--- src/rtl/input_conditioner_pkg.sv ---
// Shared constants for the board input conditioner: default timing and channel map.
package input_conditioner_pkg;

  localparam int unsigned NUM_CHANNELS            = 10;
  localparam int unsigned DEBOUNCE_CYCLES_DEFAULT = 270000;   // 10 ms at 27 MHz
  localparam int unsigned REPEAT_DELAY_DEFAULT    = 8100000;  // 300 ms at 27 MHz
  localparam int unsigned REPEAT_PERIOD_DEFAULT   = 2700000;  // 100 ms at 27 MHz

  // Channel map so the CPU top level slices level/rise/fall by name
  localparam int unsigned CH_CLK_MODE  = 0;
  localparam int unsigned CH_CLK_PULSE = 1;
  localparam int unsigned CH_RAM_MODE  = 2;
  localparam int unsigned CH_RAM_PULSE = 3;
  localparam int unsigned CH_MAR_SW    = 4;
  localparam int unsigned CH_RAM_SW    = 5;
  localparam int unsigned CH_BOOT_SW   = 6;
  localparam int unsigned CH_BOOT_EN   = 7;
  localparam int unsigned CH_SPARE0    = 8;
  localparam int unsigned CH_SPARE1    = 9;

  // Bits needed to hold values 0..max_val (at least one bit)
  function automatic int unsigned cnt_width(input int unsigned max_val);
    return (max_val < 1) ? 1 : $clog2(max_val + 1);
  endfunction

endpackage

--- src/rtl/input_conditioner_debounce_channel.sv ---
// One conditioner channel: two-flop synchroniser, saturating debounce counter,
// registered level and single-cycle rise/fall strobes.
// Optional feature: define HOLD_REPEAT_EN to emit auto-repeat rise strobes while held.
module debounce_channel
  import input_conditioner_pkg::*;
#(
  parameter int unsigned DEBOUNCE_CYCLES = DEBOUNCE_CYCLES_DEFAULT,
  parameter int unsigned REPEAT_DELAY    = REPEAT_DELAY_DEFAULT,
  parameter int unsigned REPEAT_PERIOD   = REPEAT_PERIOD_DEFAULT
) (
  input  logic clk,
  input  logic rst,
  input  logic i_raw,
  output logic o_level,
  output logic o_rise,
  output logic o_fall
);

  localparam int unsigned CNT_W = cnt_width(DEBOUNCE_CYCLES);
  localparam logic [CNT_W-1:0] CNT_LAST = CNT_W'(DEBOUNCE_CYCLES - 1);

  logic             r_s1;
  logic             r_s2;
  logic [CNT_W-1:0] r_cnt;
  logic             r_level;
  logic             r_rise;
  logic             r_fall;
  logic             w_accept;

  // Synchronised input has disagreed with level for the full window
  assign w_accept = (r_s2 != r_level) && (r_cnt == CNT_LAST);

`ifdef HOLD_REPEAT_EN
  localparam int unsigned HOLD_MAX = (REPEAT_DELAY > REPEAT_PERIOD) ? REPEAT_DELAY : REPEAT_PERIOD;
  localparam int unsigned HOLD_W   = cnt_width(HOLD_MAX);

  // Cycles remaining until the next auto-repeat strobe
  logic [HOLD_W-1:0] r_hold;
`else
  logic w_unused_cfg;
  assign w_unused_cfg = ^{REPEAT_DELAY, REPEAT_PERIOD};
`endif

  // Synchroniser, debounce counter, level and strobes (plus repeat countdown when enabled)
  always_ff @(posedge clk or posedge rst) begin
    if (rst) begin
      r_s1    <= 1'b0;
      r_s2    <= 1'b0;
      r_cnt   <= '0;
      r_level <= 1'b0;
      r_rise  <= 1'b0;
      r_fall  <= 1'b0;
`ifdef HOLD_REPEAT_EN
      r_hold  <= '0;
`endif
    end else begin
      r_s1   <= i_raw;
      r_s2   <= r_s1;
      r_rise <= 1'b0;
      r_fall <= 1'b0;

      if (r_s2 == r_level) begin
        r_cnt <= '0;
      end else if (w_accept) begin
        r_level <= r_s2;
        r_cnt   <= '0;
        r_rise  <= r_s2;
        r_fall  <= ~r_s2;
      end else begin
        r_cnt <= r_cnt + CNT_W'(1);
      end

`ifdef HOLD_REPEAT_EN
      if (w_accept && r_s2) begin
        r_hold <= HOLD_W'(REPEAT_DELAY - 1);
      end else if (r_level && !w_accept) begin
        if (r_hold == '0) begin
          r_rise <= 1'b1;
          r_hold <= HOLD_W'(REPEAT_PERIOD - 1);
        end else begin
          r_hold <= r_hold - HOLD_W'(1);
        end
      end else begin
        r_hold <= '0;
      end
`endif
    end
  end

  assign o_level = r_level;
  assign o_rise  = r_rise;
  assign o_fall  = r_fall;

endmodule

--- src/rtl/input_conditioner.sv ---
// Board button/switch conditioner: WIDTH independent debounce channels, no shared state.
// Optional feature: define HOLD_REPEAT_EN to enable auto-repeat rise strobes on held inputs.
module input_conditioner
  import input_conditioner_pkg::*;
#(
  parameter int unsigned WIDTH           = NUM_CHANNELS,
  parameter int unsigned DEBOUNCE_CYCLES = DEBOUNCE_CYCLES_DEFAULT,
  parameter int unsigned REPEAT_DELAY    = REPEAT_DELAY_DEFAULT,
  parameter int unsigned REPEAT_PERIOD   = REPEAT_PERIOD_DEFAULT
) (
  input  logic             clk,
  input  logic             rst,
  input  logic [WIDTH-1:0] raw,
  output logic [WIDTH-1:0] level,
  output logic [WIDTH-1:0] rise,
  output logic [WIDTH-1:0] fall
);

  // One conditioner per pad input
  for (genvar g = 0; g < int'(WIDTH); g++) begin : gen_ch
    debounce_channel #(
      .DEBOUNCE_CYCLES (DEBOUNCE_CYCLES),
      .REPEAT_DELAY    (REPEAT_DELAY),
      .REPEAT_PERIOD   (REPEAT_PERIOD)
    ) u_ch (
      .clk     (clk),
      .rst     (rst),
      .i_raw   (raw[g]),
      .o_level (level[g]),
      .o_rise  (rise[g]),
      .o_fall  (fall[g])
    );
  end

endmodule

--- config.mk ---
export PLATFORM = sky130hd
export DESIGN_NAME = input_conditioner
export DESIGN_NICKNAME = d
export VERILOG_FILES = /design/src/rtl/input_conditioner_pkg.sv /design/src/rtl/input_conditioner_debounce_channel.sv /design/src/rtl/input_conditioner.sv
export SDC_FILE = /design/constraint.sdc
export NUM_CORES = 1
export LEC_CHECK = 0
export ABC_AREA = 1
export ABC_CLOCK_PERIOD_IN_PS = 18650
export CAP_MARGIN = 25
export CORE_AREA = 2 2 179 181
export CTS_BUF_LIST = sky130_fd_sc_hd__clkbuf_16
export CTS_CLUSTER_DIAMETER = 30
export DETAILED_ROUTE_END_ITERATION = 7
export DIE_AREA = 0 0 181 183
export GPL_TIMING_DRIVEN = 0
export PLACE_DENSITY = 0.62
export SLEW_MARGIN = 20
export SYNTH_ARGS = -nofsm -noshare
export SYNTH_HDL_FRONTEND = slang
export SYNTH_SLANG_ARGS = --single-unit
--- constraint.sdc ---
create_clock -name clk -period 18.65 [get_ports clk]
set_input_delay 5.595 -clock clk [delete_from_list [all_inputs] [get_ports clk]]
set_output_delay 5.595 -clock clk [all_outputs]
set_load 0.03 [all_outputs]
# Yosys cells after proc, flatten, opt, wreduce, memory -nomap -nowiden
# Index checks and enable logic that the tools add are counted.
[classes]
add_sub_neg = 10
multipliers = 0
n_div = 0
order_cmp = 0
eq_ne = 30
shifts = 0
mux = 60
bitwise_logic = 20
reduce_logical = 20
[ops]
columns = ["op", "n"]
rows = [
  ["$mux W19", 20],
  ["$add A19 B1 Y19 const B", 10],
  ["$eq A19 B19 Y1 const B", 10],
  ["$mux W1", 40],
  ["$not A1 Y1", 20],
  ["$reduce_and A2 Y1", 10],
  ["$eq A1 B1 Y1", 10],
  ["$logic_and A1 B1 Y1", 10],
  ["$ne A1 B1 Y1", 10],
]
[totals]
ff_bits = 240
latchBits = 0
ramBits = 0
mem_bits_ro = 0
inputBits = 12
out_inout_bits = 30
wordCells = 200
n_memories = 0

# Depth between registers and ports, before layout
[depth]
ltp_word = 4
depth_mapped = 9
mapped_depth_nobuf = 9

# Modules after synthesis
# A second synthesis with hierarchy kept.
[hier_totals]
cells_unflattened = 1700
area_unflattened_um2 = 13187.6
[by_module_without_submodules]
columns = ["module", "n_inst", "cells_per_inst", "area_each_um2", "seq_area_each_um2"]
rows = [
  ["debounce_channel", 10, 170, 1318.8, 600.6],
]

# Worst setup path before layout
# Ideal clock, no wire load.
[synth_timing]
kind = "register to output"
startpoint = "register gen_ch[1].u_ch.r_level"
endpoint = "output port level[1]"
arrival_ns = 0.558
required_time_ns = 13.055
setup_slack_ns = 12.497
path_stages_with_launch = 2
path_buffers = 1
path_cell_list = "dfrtp_1 buf_4"
[synth_rtl]
columns = ["item", "line", "rtl"]
rows = [
  ["start: declaration", "input_conditioner_debounce_channel.sv:25", "logic r_level;"],
  ["start signal: assignment", "input_conditioner_debounce_channel.sv:65", "r_level <= r_s2;"],
  ["end: declaration", "input_conditioner.sv:14", "output logic [WIDTH-1:0] level,"],
]
# No word-level cell between the ends.

# Worst setup path after layout
[layout_timing]
startpoint = "register gen_ch[3].u_ch.r_level"
endpoint = "output port level[3]"
[layout_rtl]
columns = ["item", "line"]
rows = [
  ["start: declaration", "input_conditioner_debounce_channel.sv:25"],
  ["start signal: assignment", "input_conditioner_debounce_channel.sv:65"],
]
# No word-level cell between the ends.

==> results by group <==
Hold path
  – Worst min-delay path startpoint: gen_ch[6].u_ch.r_s1$_DFF_PP0_
  – Hold WC Path Type: reg -> reg

Critical path
  – Worst R2R Start: gen_ch[9].u_ch.o_level$_DFFE_PP0P_
  – Worst Setup SP: gen_ch[3].u_ch.o_level$_DFFE_PP0P_
  – RR Endpoint: gen_ch[9].u_ch.r_cnt[12]$_DFF_PP0_
  – Critical Path RT: around 13 ns
  – CP endpoint kind: output port
  – Reg2reg setup slack: 17.02 ns
  – Crit path max fanout: 4
  – Startpoint class of the critical path: flip-flop
  – Setup CP Type: reg -> out
  – R2R cell count: 7
  – CP arrival: 1.77 ns
  – Crit path to: level[3]

CTS
  – Root Driver: clkbuf_16
  – Post_cts resized: 0
  – TritonCTS clock tree: yes
  – Quantity of hold-fixing buffers added after cts: 0
  – Clk sinks: 240
  – Cts bufs inserted: 57
  – Clock Latency Late Sink: 0.57 ns
  – Clk pin slew, worst setup/hold paths: 0.05 ns
  – Post-CTS setup buffers: 0
  – H-tree depth: 2
  – Bufs on Longest Clock Path: 3

Detailed routing
  – Final WL: 24000 um
  – ANT nets after route: 0
  – 1st-pass router iterations: 5
  – Total number of vias: 9679
  – Initial DRC count: roughly 450
  – WL/cell: ~12 um
  – DRC Markers: 0
  – DR vias/cell: 4.66

STA
  – Max-Slew Margin vs Limit: between 60 and 70%
  – Worst-Margin Slew: 0.598 ns
  – Final setup viols: 0
  – Fin. Hold Viols: 0
  – Period utilization: ~40%
  – Setup TNS: 0 ns
  – Final min period: 7.37 ns
  – RSZ-0062 raised after global routing: false
  – Max-slew violations: 0
  – Worst setup margin: 11.28 ns
  – Peak Freq: 136 MHz
  – Setup Skew: between 0.02 and 0.025 ns

Cells and area
  – Antenna diodes: 0
  – Final-layout fill cell count: 2994
  – Seq. cell area: 6010 um^2
  – Most common cell after layout, fill and taps aside: nor2_1
  – Multi-input gate area: roughly 5500 um^2
  – Area Overhead vs Synth: 23.8%
  – Nets: about 1700
  – Layout cells sized above 1: 13.4%
  – Leading cell types in the layout, fill and taps excluded: nor2_1 (340), nand2_1 (310), dfrtp_1 (240)

Power
  – Leak pwr: 6.72 nW
  – Power Density: 103 nW/um^2
  – Maximum vdd drop: 0.0792 mV

Global route
  – Largest net degree at the start of global routing: 104
  – GRT overflow: 0
  – Global-route wire length before repair: ~43000 um
  – Initial antenna violation count: 0
  – Tot GR Track Use: 15.5%
  – Vias in the first global route: 9676

Synthesis
  – Post-synthesis sequential area ratio: between 40% and 50%
  – Mapped Area: between 10000 and 15000 um^2
  – Unique cell type count in the Yosys netlist: 27
  – Mapped Nets: 1550
  – YS warnings: 0
  – Top cell type's share of synthesized area: around half
  – Post-Syn Area per Cell: approximately 8.1 um^2
  – Top post-synthesis cells by area: dfrtp_1 (49%), nor2_1 (10%), nand2_1 (9.4%), xor2_1 (4.9%), inv_1 (4.5%)
  – Dominant cell type by area after synthesis: dfrtp_1
  – Register bit total from synthesis: 240
  – Post-Synthesis Cells: 1528

Die
  – Die ar.: 33100 um^2
  – Io pins: between 40 and 50
  – Die width: 181 um
  – Initial core utilization: between 30% and 40%
  – Rows: 65
  – Chip Height: roughly 180 um
  – Total core area: 31200 um^2

Run
  – Maxcap violations: 0

Placed design
  – HPWL after DPL: 16100 um
  – Pre-CTS setup slack: 11.79 ns
  – IO Port Bufs: between 40 and 50
  – Placer Congestion: between 0.8 and 0.9

Status
  – Run status: finished clean
critical path: stages, from the launching register on:
cell and delay (ns):
dfrtp_1 0.42, buf_4 0.14, clkdlybuf4s50_1 0.65
cell type report:
class,instances,area share (%)
sequential,240,39.2
clock inverter,48,3.55
timing repair buffer,43,3.04
clock buffer,57,9.31
tap,402,3.28
buffer,43,2.13
inverter,156,3.87
multi-input combinational,1089,35.6
registers in the layout (all words and copies together), names as in the netlist:
register and cells:
gen_ch.u_ch.o_level 10, gen_ch.u_ch.o_fall 10, gen_ch.u_ch.r_cnt 190, gen_ch.u_ch.r_s1 10, gen_ch.u_ch.o_rise 10, gen_ch.u_ch.r_s2 10
logic make-up (layout without fill, tap and decap cells):
kind of cell / after synthesis / count (layout) / synth area share (%)
AOI/OAI and AO/OA: 63 / 63 / 2.80
xor gates and xnor gates: 88 / 88 / 6.22
adders and majority gates: 10 / 10 / 1.01
buffers and inverters: 199 / 347 / 7.37
DFF: 240 / 240 / 48.5
and+or+nand+nor: 928 / 928 / 34.1
cells in the mapped netlist (all sizes together):
cell,count
a21oi,33
a31oi,10
buf,43
dfrtp,240
ha,10
inv,156
nand2,325
nand3,102
nand3b,15
nand4,32
nor2,395
nor3,49
nor3b,10
o21ai,13
o21bai,5
o22ai,2
xnor2,19
xor2,69
where the power goes:
part / total [mW] / internal (mW) / leakage, nW / switching (mW)
registers: 0.535 / 0.530 / 3.28 / 0.00497
logic: 0.0353 / 0.0107 / 2.47 / 0.0246
clock network: 1.01 / 0.694 / 0.969 / 0.313
metal layers:
layer | vias up | global-route usage, % | share of wire, %
li1 | 5017 | - | -
met1 | 4483 | 20.1 | 48
met2 | 127 | 25.1 | 46
met3 | 52 | 3.53 | 3.8
met4 | 0 | 6.02 | 2.3
met5 | - | 0 | 0
worst min path at each step:
| stage | end | slack [ns] | cells after the start |
|---|---|---|---|
| 4_1_cts | gen_ch[6].u_ch.r_s2$_DFF_PP0_ | 0.35 | 0 |
| 6_report | gen_ch[6].u_ch.r_s2$_DFF_PP0_ | 0.35 | 0 |
| 5_1_grt | gen_ch[6].u_ch.r_s2$_DFF_PP0_ | 0.35 | 0 |
| 3_5_place_dp | gen_ch[8].u_ch.r_s2$_DFF_PP0_ | 0.34 | 0 |
| 3_3_place_gp | gen_ch[6].u_ch.r_s2$_DFF_PP0_ | 0.33 | 0 |
| 2_1_floorplan | gen_ch[0].u_ch.r_s2$_DFF_PP0_ | 0.33 | 0 |
stage by stage:
| stage | instances | utilization [%] | hold WS (ns) | power [mW] | area (um^2) |
|---|---|---|---|---|---|
| floorplan | 1528 | - | 0.331 | 0.566 | 12400 |
| global placement | 1971 | 42.6 | 0.334 | 0.577 | 13300 |
| detailed placement | 1973 | 42.8 | 0.336 | 0.580 | 13400 |
| CTS | 2078 | 49.1 | 0.349 | 1.60 | 15300 |
| global route | 2078 | 49.1 | 0.350 | 1.64 | 15300 |
| finish | 2078 | 49.1 | 0.347 | 1.58 | 15300 |
No activity file was read; power rests on OpenSTA's default activity.
